==> config.mk <==
export PLATFORM = sky130hd
export DESIGN_NAME = rsa_bus_master
export DESIGN_NICKNAME = d
export VERILOG_FILES = /design/src/rtl/rsa_bus_master.sv
export SDC_FILE = /design/constraint.sdc
export NUM_CORES = 1
export LEC_CHECK = 0
export BUFFER_PORTS_ARGS = -buffer_cell sky130_fd_sc_hd__buf_2
export CORE_AREA = 2 2 186 188
export DETAILED_ROUTE_END_ITERATION = 6
export DIE_AREA = 0 0 188 190
export PLACE_DENSITY = 0.75
export SLEW_MARGIN = 10
export SYNTH_ARGS = -nofsm -noshare
export SYNTH_HDL_FRONTEND = slang
export SYNTH_SLANG_ARGS = --single-unit
==> constraint.sdc <==
create_clock -name pclk -period 2.9 [get_ports pclk]
set_input_delay 0.29 -clock pclk [delete_from_list [all_inputs] [get_ports pclk]]
set_output_delay 0.29 -clock pclk [all_outputs]
set_load 0.02 [all_outputs]
==> src/rtl/rsa_bus_master.sv <==
// Purpose : bus initiator that loads four 64-bit operands into the rsa peripheral
//           as 32-bit halves, issues encrypt, waits for result_valid, reads the result.
// Latency : first write one cycle after start; encrypt write at start+18; done 5 cycles
//           after result_valid is accepted, or TIMEOUT_CYCLES+1 cycles after encrypt.
// Backpressure: none on the bus (fixed one-cycle transfers); start is ignored while busy.
//
// Ports:
//   pclk, nreset                       clock, async active-low reset
//   start                              one-cycle request, sampled only in IDLE
//   message/exponent/modulus/residue   64-bit operands, latched on accepted start
//   bus_write_en/bus_read_en           registered strobes (never both high)
//   bus_addr/bus_write_data            registered address/data, zero when idle
//   bus_read_data                      read data, valid in the bus_read_en cycle
//   result_valid                       rsa completion flag
//   busy/done/timeout/result           status; timeout qualifies done
module rsa_bus_master #(
   parameter int unsigned TIMEOUT_CYCLES   = 65535,
   parameter logic [7:0]  BIT_SWITCH_ADDR  = 8'h08,
   parameter logic [7:0]  MESSAGE_ADDR     = 8'h0C,
   parameter logic [7:0]  MODULUS_ADDR     = 8'h10,
   parameter logic [7:0]  EXPONENT_ADDR    = 8'h14,
   parameter logic [7:0]  RESIDUE_ADDR     = 8'h18,
   parameter logic [7:0]  RSA_ENCRYPT_ADDR = 8'h1C,
   parameter logic [7:0]  RESULT_ADDR      = 8'h20
) (
   input  logic        pclk,
   input  logic        nreset,
   input  logic        start,
   input  logic [63:0] message,
   input  logic [63:0] exponent,
   input  logic [63:0] modulus,
   input  logic [63:0] residue,
   output logic        bus_write_en,
   output logic        bus_read_en,
   output logic [7:0]  bus_addr,
   output logic [31:0] bus_write_data,
   input  logic [31:0] bus_read_data,
   input  logic        result_valid,
   output logic        busy,
   output logic        done,
   output logic        timeout,
   output logic [63:0] result
);

   localparam int unsigned CNT_W = (TIMEOUT_CYCLES < 1) ? 1 : $clog2(TIMEOUT_CYCLES + 1);
   localparam logic [4:0]  LAST_WRITE_STEP = 5'd17;

   typedef enum logic [2:0] {
      ST_IDLE,
      ST_WRITE,
      ST_WAIT,
      ST_READ,
      ST_DONE
   } state_t;

   state_t             state_q;
   logic [4:0]         step_q;
   logic [CNT_W-1:0]   tmo_cnt_q;
   logic [63:0]        msg_q, exp_q, mod_q, rsd_q;
   logic               bus_we_q, bus_re_q;
   logic [7:0]         bus_addr_q;
   logic [31:0]        bus_wdata_q;
   logic               busy_q, done_q, timeout_q;
   logic [63:0]        result_q;

   logic [4:0]         step_nxt_d;
   logic [CNT_W-1:0]   tmo_cnt_d;
   logic [7:0]         wr_addr_d;
   logic [31:0]        wr_data_d;
   logic [63:0]        wr_op;
   logic [7:0]         wr_op_addr;

   // Decode of the write word for the step that will be presented next cycle.
   // Steps 0..15 walk the operands in groups of four:
   // (BIT_SWITCH,0) (reg,lo) (BIT_SWITCH,1) (reg,hi).
   always_comb begin
      step_nxt_d = step_q + 5'd1;
      tmo_cnt_d  = tmo_cnt_q + CNT_W'(1);
      wr_op      = 64'h0;
      wr_op_addr = 8'h00;
      wr_addr_d  = 8'h00;
      wr_data_d  = 32'h0;
      case (step_nxt_d[4:2])
         3'd0: begin wr_op = msg_q; wr_op_addr = MESSAGE_ADDR;  end
         3'd1: begin wr_op = exp_q; wr_op_addr = EXPONENT_ADDR; end
         3'd2: begin wr_op = mod_q; wr_op_addr = MODULUS_ADDR;  end
         3'd3: begin wr_op = rsd_q; wr_op_addr = RESIDUE_ADDR;  end
         default: begin wr_op = 64'h0; wr_op_addr = 8'h00; end
      endcase
      if (step_nxt_d < 5'd16) begin
         case (step_nxt_d[1:0])
            2'd0: begin wr_addr_d = BIT_SWITCH_ADDR; wr_data_d = 32'h0;         end
            2'd1: begin wr_addr_d = wr_op_addr;      wr_data_d = wr_op[31:0];   end
            2'd2: begin wr_addr_d = BIT_SWITCH_ADDR; wr_data_d = 32'h1;         end
            default: begin wr_addr_d = wr_op_addr;   wr_data_d = wr_op[63:32];  end
         endcase
      end else if (step_nxt_d == 5'd16) begin
         wr_addr_d = BIT_SWITCH_ADDR;
         wr_data_d = 32'h0;
      end else if (step_nxt_d == LAST_WRITE_STEP) begin
         wr_addr_d = RSA_ENCRYPT_ADDR;
         wr_data_d = 32'h1;
      end
   end

   always_ff @(posedge pclk or negedge nreset) begin
      if (!nreset) begin
         state_q     <= ST_IDLE;
         step_q      <= 5'd0;
         tmo_cnt_q   <= '0;
         msg_q       <= 64'h0;
         exp_q       <= 64'h0;
         mod_q       <= 64'h0;
         rsd_q       <= 64'h0;
         bus_we_q    <= 1'b0;
         bus_re_q    <= 1'b0;
         bus_addr_q  <= 8'h00;
         bus_wdata_q <= 32'h0;
         busy_q      <= 1'b0;
         done_q      <= 1'b0;
         timeout_q   <= 1'b0;
         result_q    <= 64'h0;
      end else begin
         // Bus is idle and zero unless a branch below issues a transfer.
         bus_we_q    <= 1'b0;
         bus_re_q    <= 1'b0;
         bus_addr_q  <= 8'h00;
         bus_wdata_q <= 32'h0;
         done_q      <= 1'b0;
         case (state_q)
            ST_IDLE: begin
               if (start && !busy_q) begin
                  msg_q       <= message;
                  exp_q       <= exponent;
                  mod_q       <= modulus;
                  rsd_q       <= residue;
                  timeout_q   <= 1'b0;
                  busy_q      <= 1'b1;
                  step_q      <= 5'd0;
                  state_q     <= ST_WRITE;
                  bus_we_q    <= 1'b1;
                  bus_addr_q  <= BIT_SWITCH_ADDR;
                  bus_wdata_q <= 32'h0;
               end
            end
            ST_WRITE: begin
               if (step_q == LAST_WRITE_STEP) begin
                  state_q   <= ST_WAIT;
                  tmo_cnt_q <= '0;
               end else begin
                  step_q      <= step_nxt_d;
                  bus_we_q    <= 1'b1;
                  bus_addr_q  <= wr_addr_d;
                  bus_wdata_q <= wr_data_d;
               end
            end
            ST_WAIT: begin
               tmo_cnt_q <= tmo_cnt_d;
               // A zero count marks the first WAIT cycle, where result_valid may
               // still be left over from the previous operation.
               if (result_valid && (tmo_cnt_q != '0)) begin
                  state_q     <= ST_READ;
                  step_q      <= 5'd0;
                  bus_we_q    <= 1'b1;
                  bus_addr_q  <= BIT_SWITCH_ADDR;
                  bus_wdata_q <= 32'h0;
               end else if (tmo_cnt_d == CNT_W'(TIMEOUT_CYCLES)) begin
                  state_q   <= ST_DONE;
                  timeout_q <= 1'b1;
                  done_q    <= 1'b1;
                  busy_q    <= 1'b0;
               end
            end
            ST_READ: begin
               case (step_q[1:0])
                  2'd0: begin
                     step_q     <= 5'd1;
                     bus_re_q   <= 1'b1;
                     bus_addr_q <= RESULT_ADDR;
                  end
                  2'd1: begin
                     result_q[31:0] <= bus_read_data;
                     step_q         <= 5'd2;
                     bus_we_q       <= 1'b1;
                     bus_addr_q     <= BIT_SWITCH_ADDR;
                     bus_wdata_q    <= 32'h1;
                  end
                  2'd2: begin
                     step_q     <= 5'd3;
                     bus_re_q   <= 1'b1;
                     bus_addr_q <= RESULT_ADDR;
                  end
                  default: begin
                     result_q[63:32] <= bus_read_data;
                     state_q         <= ST_DONE;
                     done_q          <= 1'b1;
                     busy_q          <= 1'b0;
                  end
               endcase
            end
            ST_DONE: begin
               state_q <= ST_IDLE;
            end
            default: begin
               state_q <= ST_IDLE;
            end
         endcase
      end
   end

   assign bus_write_en   = bus_we_q;
   assign bus_read_en    = bus_re_q;
   assign bus_addr       = bus_addr_q;
   assign bus_write_data = bus_wdata_q;
   assign busy           = busy_q;
   assign done           = done_q;
   assign timeout        = timeout_q;
   assign result         = result_q;

endmodule

======== After elaboration in Yosys (flattened, before gate mapping) ========
Index checks and enable logic that the tools add are counted.
storage, ports and cells
  register bits after elaboration ......... 389
  bits of input ports ..................... 292
  output and inout port bits .............. 109
  word-level logic and storage cells ...... 117
cells by class
  $add $sub $neg .......................... 2
  order comparisons ....................... 1
  equal/unequal tests ..................... 23
  multiplexer cells ....................... 51
  bitwise gates (word level) .............. 1
  reduce and logical (&&, ||, !) cells .... 23
operators by type and width
  operator               number
  $pmux 64 s4            1
  $pmux 32 s3            1
  $mux 32                2
  $pmux 32 s2            1
  $pmux 5 s4             2
  $pmux 16 s2            1
  $pmux 8 s4             1
  $mux 5                 5
  $mux 8                 3
  $mux 1                 19
  $add 16x1->16 const B  1
  $eq 16x16->1 const B   1
  $mux 16                1
  $reduce_bool 16->1     1
  $eq 5x5->1 const B     3
  $mux 3                 5
  $pmux 5 s3             1
  $ne 2x2->1 const B     7
  $eq 3x2->1 const B     4
  $pmux 3 s4             1
  $pmux 6 s2             1
  $reduce_and 5->1       2
  $mux 4                 2
  $reduce_and 2->1       4
  other kinds (21)       31

======== Logic depth before layout (Yosys ltp) ========
Gate-level depths: netlist of the first run.
  depth after elaboration ................. 7
  mapped depth ............................ 10
  depth with buffers taken out ............ 8

======== Worst setup path after synthesis of the first run ========
Ideal clock, no wire load.
  kind .................................... reg-to-reg
  from .................................... register step_q[0]
  to ...................................... register bus_wdata_q[10], in the netlist bus_write_data[10]
  setup time .............................. 0.136 ns
  arrival time ............................ 2.111 ns
  required time ........................... 2.764 ns
  setup slack ............................. 0.653 ns
  cell stages (with the launch flop) ...... 11
  path buffers ............................ 3
  clock period less this slack ............ 2.247 ns
  path through ............................ dfrtp_1 ha_1 nand2b_1 and2_1 buf_2 and3_1 buf_2 buf_2 a221o_1 a221oi_1 nor3_1
on the way
  longest elaborated chain between the ends .. 7
  elaborated cells between the ends (all ways) .. 15
  those cells by class .................... add/sub (1); order compare (1); eq/ne (6); mux (5); reduce/logical (2)
RTL lines
  item                                line  RTL
  from (decl)                         57    logic [4:0] step_q;
  from (signal assigned)              151   step_q <= step_nxt_d;
  $add 5x1->5                         77    step_nxt_d = step_q + 5'd1;
  $eq 3x2->1 (tied with other cells)  83    case (step_nxt_d[4:2])
  $pmux 64 s4                         83
  $pmux 32 s3                         91    case (step_nxt_d[1:0])
  $mux 32                             90    if (step_nxt_d < 5'd16) begin
  $mux 32 *                           147   if (step_q == LAST_WRITE_STEP) begin
  $pmux 32 s2 *                       130   case (state_q)
  to (signal assigned)                154   bus_wdata_q <= wr_data_d;
  to (decl)                           62    logic [31:0] bus_wdata_q;
Mark *: on every way between the ends. The rest lies on a longest branch, timed or not.
A chain may end at the register's enable or synchronous reset.

======== Final worst setup path of the first run ========
  from .................................... register step_q[2]
  to ...................................... register bus_wdata_q[4], in the netlist bus_write_data[4]
Same word-level chain as after synthesis.

==> impl_metrics.csv, run 1 <==
group,metric,value,unit
outcome,outcome,"finished, final reports clean",
timing,rsz0062_at_grt,"false",
synth,synth-edff-count,0,
clock_tree,cts_repair_resize_count,0,
power_and_ir_drop,sequential_share_of_power,0.392,
finish,mostFrequentLayoutCell,"buf_2",
timing,report.final.hold_viol_count,0,
run,maxCapViolations,0,
timing,finalSetupTns,0,ns
drt,detailedRoute.firstPassIterationCount,5,
timing,max_freq,0.373,GHz
clock_tree,clk_latency,0.56,ns
worst_setup_path,worstSetupPathType,"reg2reg",
global_routing,grt_antenna_before_repair,9,
synth,syn_inst,1209,
placement,post-dp-hpwl,32200,µm
synth,synthDistinctLibCells,59,
worst_setup_path,required_time_at_the_worst_slack_endpoint,3.30,ns
global_routing,global_route.overflow_total,0,
timing,timing_max_transition_violations_final,0,
timing,tightestPinTransition,1.05,ns
worst_setup_path,crit_path_start_kind,"flip-flop",
finish,layout-drive-gt1-share,0.443,
drt,avgRoutedWirePerCell,23.0,µm
global_routing,groute.usage.overall,0.300,
finish,synthToLayoutAreaGrowth,39.7,%
timing,clock-skew-final,0.0218,ns
worst_setup_path,worst-path-max-fanout,32,
finish,layout.nets,2155,
floorplan,core_area,33900,µm²
placement,port_buf_inserts,396,
clock_tree,path_clk_slew,0.06,ns
drt,drc,0,
clock_tree,cts_max_path_buffers,3,
power_and_ir_drop,share_clk_of_total_power,0.227,
global_routing,grt_first_pass_wirelength,82800,µm
drt,wirelength,54100,µm
floorplan,start_util,0.491,
synth,postSynthRegisterBits,385,
synth,leading_cell_types_by_total_area_after_synthesis,"dfrtp_1, mux2_2, a221oi_1, mux2i_1, a221o_1",
power_and_ir_drop,power,24.0,mW
finish,fillCellCount,2308,
synth,synth_largest_type_area_fraction,0.578,
timing,setup_viol,0,
synth,postSynthAreaPerCell,13.8,µm²
synth,synth_sequential_area_ratio,0.578,
power_and_ir_drop,p_comb_frac,0.381,
global_routing,grt_start_max_net_pins,147,
power_and_ir_drop,powerDensity,1030,nW/µm²
timing,timing.final.crit_period,2.68,ns
power_and_ir_drop,cell_internal_pwr,15.2,mW
finish,commonest_non_fill_non_tap_cells_in_the_layout,"buf_2, dfrtp_1, mux2_2, dlygate4sd3_1, a221oi_1",
power_and_ir_drop,vdd.ir_drop.worst,563,µV
floorplan,fp-row-count,68,
timing,max-slew-margin-rel,0.301,
clock_tree,tritoncts.num_buffers,42,
power_and_ir_drop,netSwitchingPower,8.81,mW
clock_tree,cts-root-buf,"clkbuf_16",
power_and_ir_drop,switching_share,0.367,
placement,routabilityCongestion,0.859,
clock_tree,cts_tree,"done",
worst_setup_path,worstPathArrival,3.09,ns
floorplan,io_pins,401,
drt,vias_per_cell,5.73,
global_routing,first_global_vias,14700,
timing,fin_crit_sh,0.926,
power_and_ir_drop,leakage,10.9,nW
drt,drt_first_iter_violations,887,
synth,post_synth_instance_area,16700,µm²
floorplan,fp.dieH,190,µm
synth,async_reset_ff_frac,1.00,
clock_tree,numClockSinks,385,
floorplan,floorplan.die_area,35700,µm²
synth,syn_warnings,0,
min_path,hp-class,"in2reg",
clock_tree,htree_num_levels,2,
worst_setup_path,critPathCaptureType,"flip-flop",
drt,number_of_nets_still_failing_antenna_checks_after_routing,0,
synth,netlist.top_cell.by_area,"dfrtp_1",
synth,synth-main-ff-cell,"dfrtp_1",
drt,num_vias,13500,
floorplan,die_wd,188,µm
## sequential cells by signal, indices dropped and copies added, names as in the netlist
| name | count |
|---|---|
| bus_read_en | 1 |
| bus_addr | 4 |
| done | 1 |
| msg_q | 64 |
| bus_write_data | 32 |
| step_q | 5 |
| tmo_cnt_q | 16 |
| timeout | 1 |
| busy | 1 |
| rsd_q | 64 |
| state_q | 3 |
| mod_q | 64 |
| exp_q | 64 |
| result | 64 |
| bus_write_en | 1 |
## path summary, 6_finish.rpt
path                             from                 to  slack, ns  cells after the start
hold reg to reg            result[26]         result[26]       0.50                      1
setup / recovery            step_q[2]  bus_write_data[4]       0.22                      8
setup reg to reg            step_q[2]  bus_write_data[4]       0.22                      8
max in group asynchronous      nreset         result[29]       1.69                      3
min in group asynchronous      nreset          rsd_q[39]       0.37                      2
hold / removal             message[8]           msg_q[8]       0.01                      2
## power groups by stage
stage	clock [mW]	sequential (mW)	combinational (mW)
after floorplan	0	9.64	5.12
after global placement	0	9.22	8.35
after detailed placement	0	9.33	8.62
after CTS	5.45	9.27	8.94
after global routing	5.71	9.65	9.73
final	5.45	9.42	9.16
## per-layer routing
layer | global-route usage | vias up | routed length, µm
li1 | - | 5819 | -
met3 | 0.0655 | 176 | 3170
met1 | 0.352 | 6835 | 20500
met2 | 0.523 | 622 | 27900
met5 | 0 | - | 0
met4 | 0.147 | 0 | 2470
## Yosys cell counts, drive strengths merged (10+ instances only)
library cell / instances
a221o: 31
buf: 36
mux2i: 33
clkbuf: 65
nand3: 17
o21ai: 31
dfrtp: 385
mux2: 320
a221oi: 65
nor3: 36
nand2: 27
a21oi: 13
ha: 10
o2bb2ai: 32
nor2: 20
## timing repair
action | 4_1_cts | 5_1_grt
hold buffers | 270 | 0
buffers inserted | 0 | 0
endpoints found under the hold margin | 374 | 0
## cell type report
cell class                      instances  area, µm²  share of cell area
Sequential cell                       385       9630               0.413
Timing Repair Buffer                  698       5050               0.217
Clock buffer                           57       1220              0.0522
Antenna cell                           11       27.5             0.00118
Clock inverter                         15        173             0.00741
Tap cell                              455        569              0.0244
Inverter                                7       26.3             0.00113
Multi-Input combinational cell        719       6610               0.284
## metrics by stage
step | cell area (µm²) | utilization | hold slack, ns | instances | setup slack (ns)
2_1_floorplan | 16700 | - | -0.00559 | 1212 | 0.653
3_3_place_gp | 19200 | 0.565 | 0.370 | 1994 | 0.305
3_5_place_dp | 19200 | 0.565 | 0.374 | 1994 | 0.252
4_1_cts | 23300 | 0.686 | 0.00189 | 2336 | 0.236
5_1_grt | 23300 | 0.686 | 0.00341 | 2345 | 0.0829
6_report | 23300 | 0.686 | 0.00977 | 2347 | 0.216
## worst max-delay path, stage by stage (launching register included)
cell	delay (ns)
dfrtp_1	0.59
nand3_1	0.31
xnor2_1	0.25
buf_4	0.19
and3_1	0.19
buf_12	0.20
a221o_1	0.34
a221oi_1	0.38
nor3_1	0.10
## cell families (layout without fill, tap and decap cells)
family          after synthesis  in the layout  share of synthesized area
mux                         353            353                      0.236
compound gates              202            202                     0.0970
other cells                   1             15                   0.000225
flops                       385            385                      0.578
fa+ha+maj                    10             10                    0.00750
buf+inv                     108            777                     0.0314
simple gates                141            141                     0.0459
xor+xnor                      9              9                    0.00472
Power figures use the tool's default switching activity.
==> inputs of run 2 (changes only) <==
- GPL_TIMING_DRIVEN: default -> 0
==> impl_metrics.csv, run 2 (synthesized netlist as in run 1, its figures left out) <==
group,metric,value,unit
outcome,outcome,"finished, final reports clean",
clock_tree,cts_tree,"done",
placement,port_buf_inserts,396,
floorplan,fp-row-count,68,
floorplan,io_pins,401,
drt,detailedRoute.firstPassIterationCount,5,
floorplan,floorplan.die_area,35700,µm²
clock_tree,clk_latency,0.55,ns
drt,vias_per_cell,5.63,
floorplan,start_util,0.491,
finish,stdcell_count,2413,
worst_setup_path,worstSetupPathType,"reg2reg",
drt,number_of_nets_still_failing_antenna_checks_after_routing,0,
power_and_ir_drop,leakage,10.9,nW
placement,routabilityCongestion,0.859,
finish,layout.nets,2222,
finish,mostFrequentLayoutCell,"buf_2",
global_routing,grt_first_pass_wirelength,84100,µm
clock_tree,numClockSinks,385,
min_path,hp-class,"in2reg",
timing,max-slew-margin-rel,0.378,
clock_tree,htree_num_levels,2,
worst_setup_path,worst-r2r-cell-count,8,
drt,drc,0,
finish,commonest_non_fill_non_tap_cells_in_the_layout,"buf_2, dfrtp_1, mux2_2, dlygate4sd3_1, clkbuf_1",
timing,setup_viol,0,
worst_setup_path,required_time_at_the_worst_slack_endpoint,3.34,ns
floorplan,core_area,33900,µm²
worst_setup_path,slowest_delay,0.55,ns
global_routing,grt_antenna_before_repair,8,
clock_tree,path_clk_slew,0.06,ns
clock_tree,cts-root-buf,"clkbuf_16",
worst_setup_path,critPathCaptureType,"flip-flop",
floorplan,fp.dieH,190,µm
global_routing,groute.usage.overall,0.305,
timing,timing.final.crit_period,2.79,ns
worst_setup_path,worstPathArrival,3.23,ns
worst_setup_path,worst-path-max-fanout,10,
power_and_ir_drop,powerDensity,1020,nW/µm²
finish,layout-drive-gt1-share,0.431,
placement,post-dp-hpwl,35600,µm
timing,timing_max_transition_violations_final,0,
timing,holdWs,0.0117,ns
timing,tightestPinTransition,0.932,ns
timing,fin_crit_sh,0.962,
power_and_ir_drop,vdd.ir_drop.worst,712,µV
min_path,min_path_cells,2,
clock_tree,tritoncts.num_buffers,42,
global_routing,first_global_vias,14900,
finish,fillCellCount,2279,
timing,clock-skew-final,0.0204,ns
worst_setup_path,crit_path_start_kind,"flip-flop",
drt,drt_first_iter_violations,818,
drt,wirelength,55500,µm
worst_setup_path,cells_along_the_critical_path,"ha_1, buf_2, inv_1, nand3_1, a21oi_1, clkbuf_1, a221oi_1, nor3_1",
placement,place_worst_setup_slack,-0.373,ns
global_routing,grt_start_max_net_pins,86,
clock_tree,cts_max_path_buffers,3,
run,maxCapViolations,0,
floorplan,die_wd,188,µm
placement,dp_cells,2067,
finish,synthToLayoutAreaGrowth,40.2,%
drt,num_vias,13600,
timing,max_freq,0.358,GHz
timing,report.final.hold_viol_count,0,
worst_setup_path,critical_path.slowest_cell,"a21oi_1",
drt,avgRoutedWirePerCell,23.0,µm
timing,post-route-worst-setup-slack,0.109,ns
global_routing,global_route.overflow_total,0,
-- run 2: path summary, 6_finish.rpt --
check / from / to / slack [ns]
max: step_q[0] / bus_write_data[5] / 0.11
min: residue[36] / rsd_q[36] / 0.01
max reg2reg: step_q[0] / bus_write_data[5] / 0.11
min reg2reg: timeout / timeout / 0.48
max in group asynchronous: nreset / rsd_q[56] / 1.36
min in group asynchronous: nreset / rsd_q[40] / 0.32
-- run 2: metrics by stage --
step           cell area [µm²]   util   TNS, ns  total power, mW
3_3_place_gp             19200  0.567  -2236.68             17.5
2_1_floorplan            16700      -         0             14.8
3_5_place_dp             19400  0.570     -2.50             17.9
6_report                 23400  0.689         0             23.9
4_1_cts                  23300  0.687         0             23.4
5_1_grt                  23400  0.689   -0.0615             25.0
-- run 2: routing by layer --
layer	part of all wire	track usage	routed length (µm)
met2	0.51	0.525	28200
met5	0	0	0
met3	0.057	0.0611	3170
met4	0.052	0.161	2870
met1	0.38	0.363	21300
-- run 2: cell type report --
cell class                      count  area (µm²)  area share
Buffer                            101         515      0.0220
Clock inverter                     13         138     0.00588
Timing Repair Buffer              664        4740       0.203
Multi-Input combinational cell    719        6560       0.281
Sequential cell                   385        9640       0.412
Antenna cell                        8        20.0    0.000856
Tap cell                          455         569      0.0243
Inverter                            7        26.3     0.00112
Clock buffer                       61        1180      0.0505
-- run 2: report_power, final --
part	switching, mW	internal, mW
clock network	2.23	3.02
logic	5.21	4.14
registers	1.47	7.86
-- run 2: repair_timing --
item / CTS / global route
endpoints found under the hold margin: 343 / 1
hold buffers: 262 / 1
resized for setup: 8 / 19
pin swaps: 1 / 2
buffers inserted: 0 / 1
cloned: 0 / 0
endpoints found under the setup margin: 32 / 31
-- run 2: critical path, delay by kind of cell, from the launching register on --
kind	cells	cell delay, ns
adders and majority gates	1	0.24
buffers and inverters	3	0.86
DFF	1	0.47
AOI/OAI and AO/OA	2	0.76
and+or+nand+nor	2	0.34
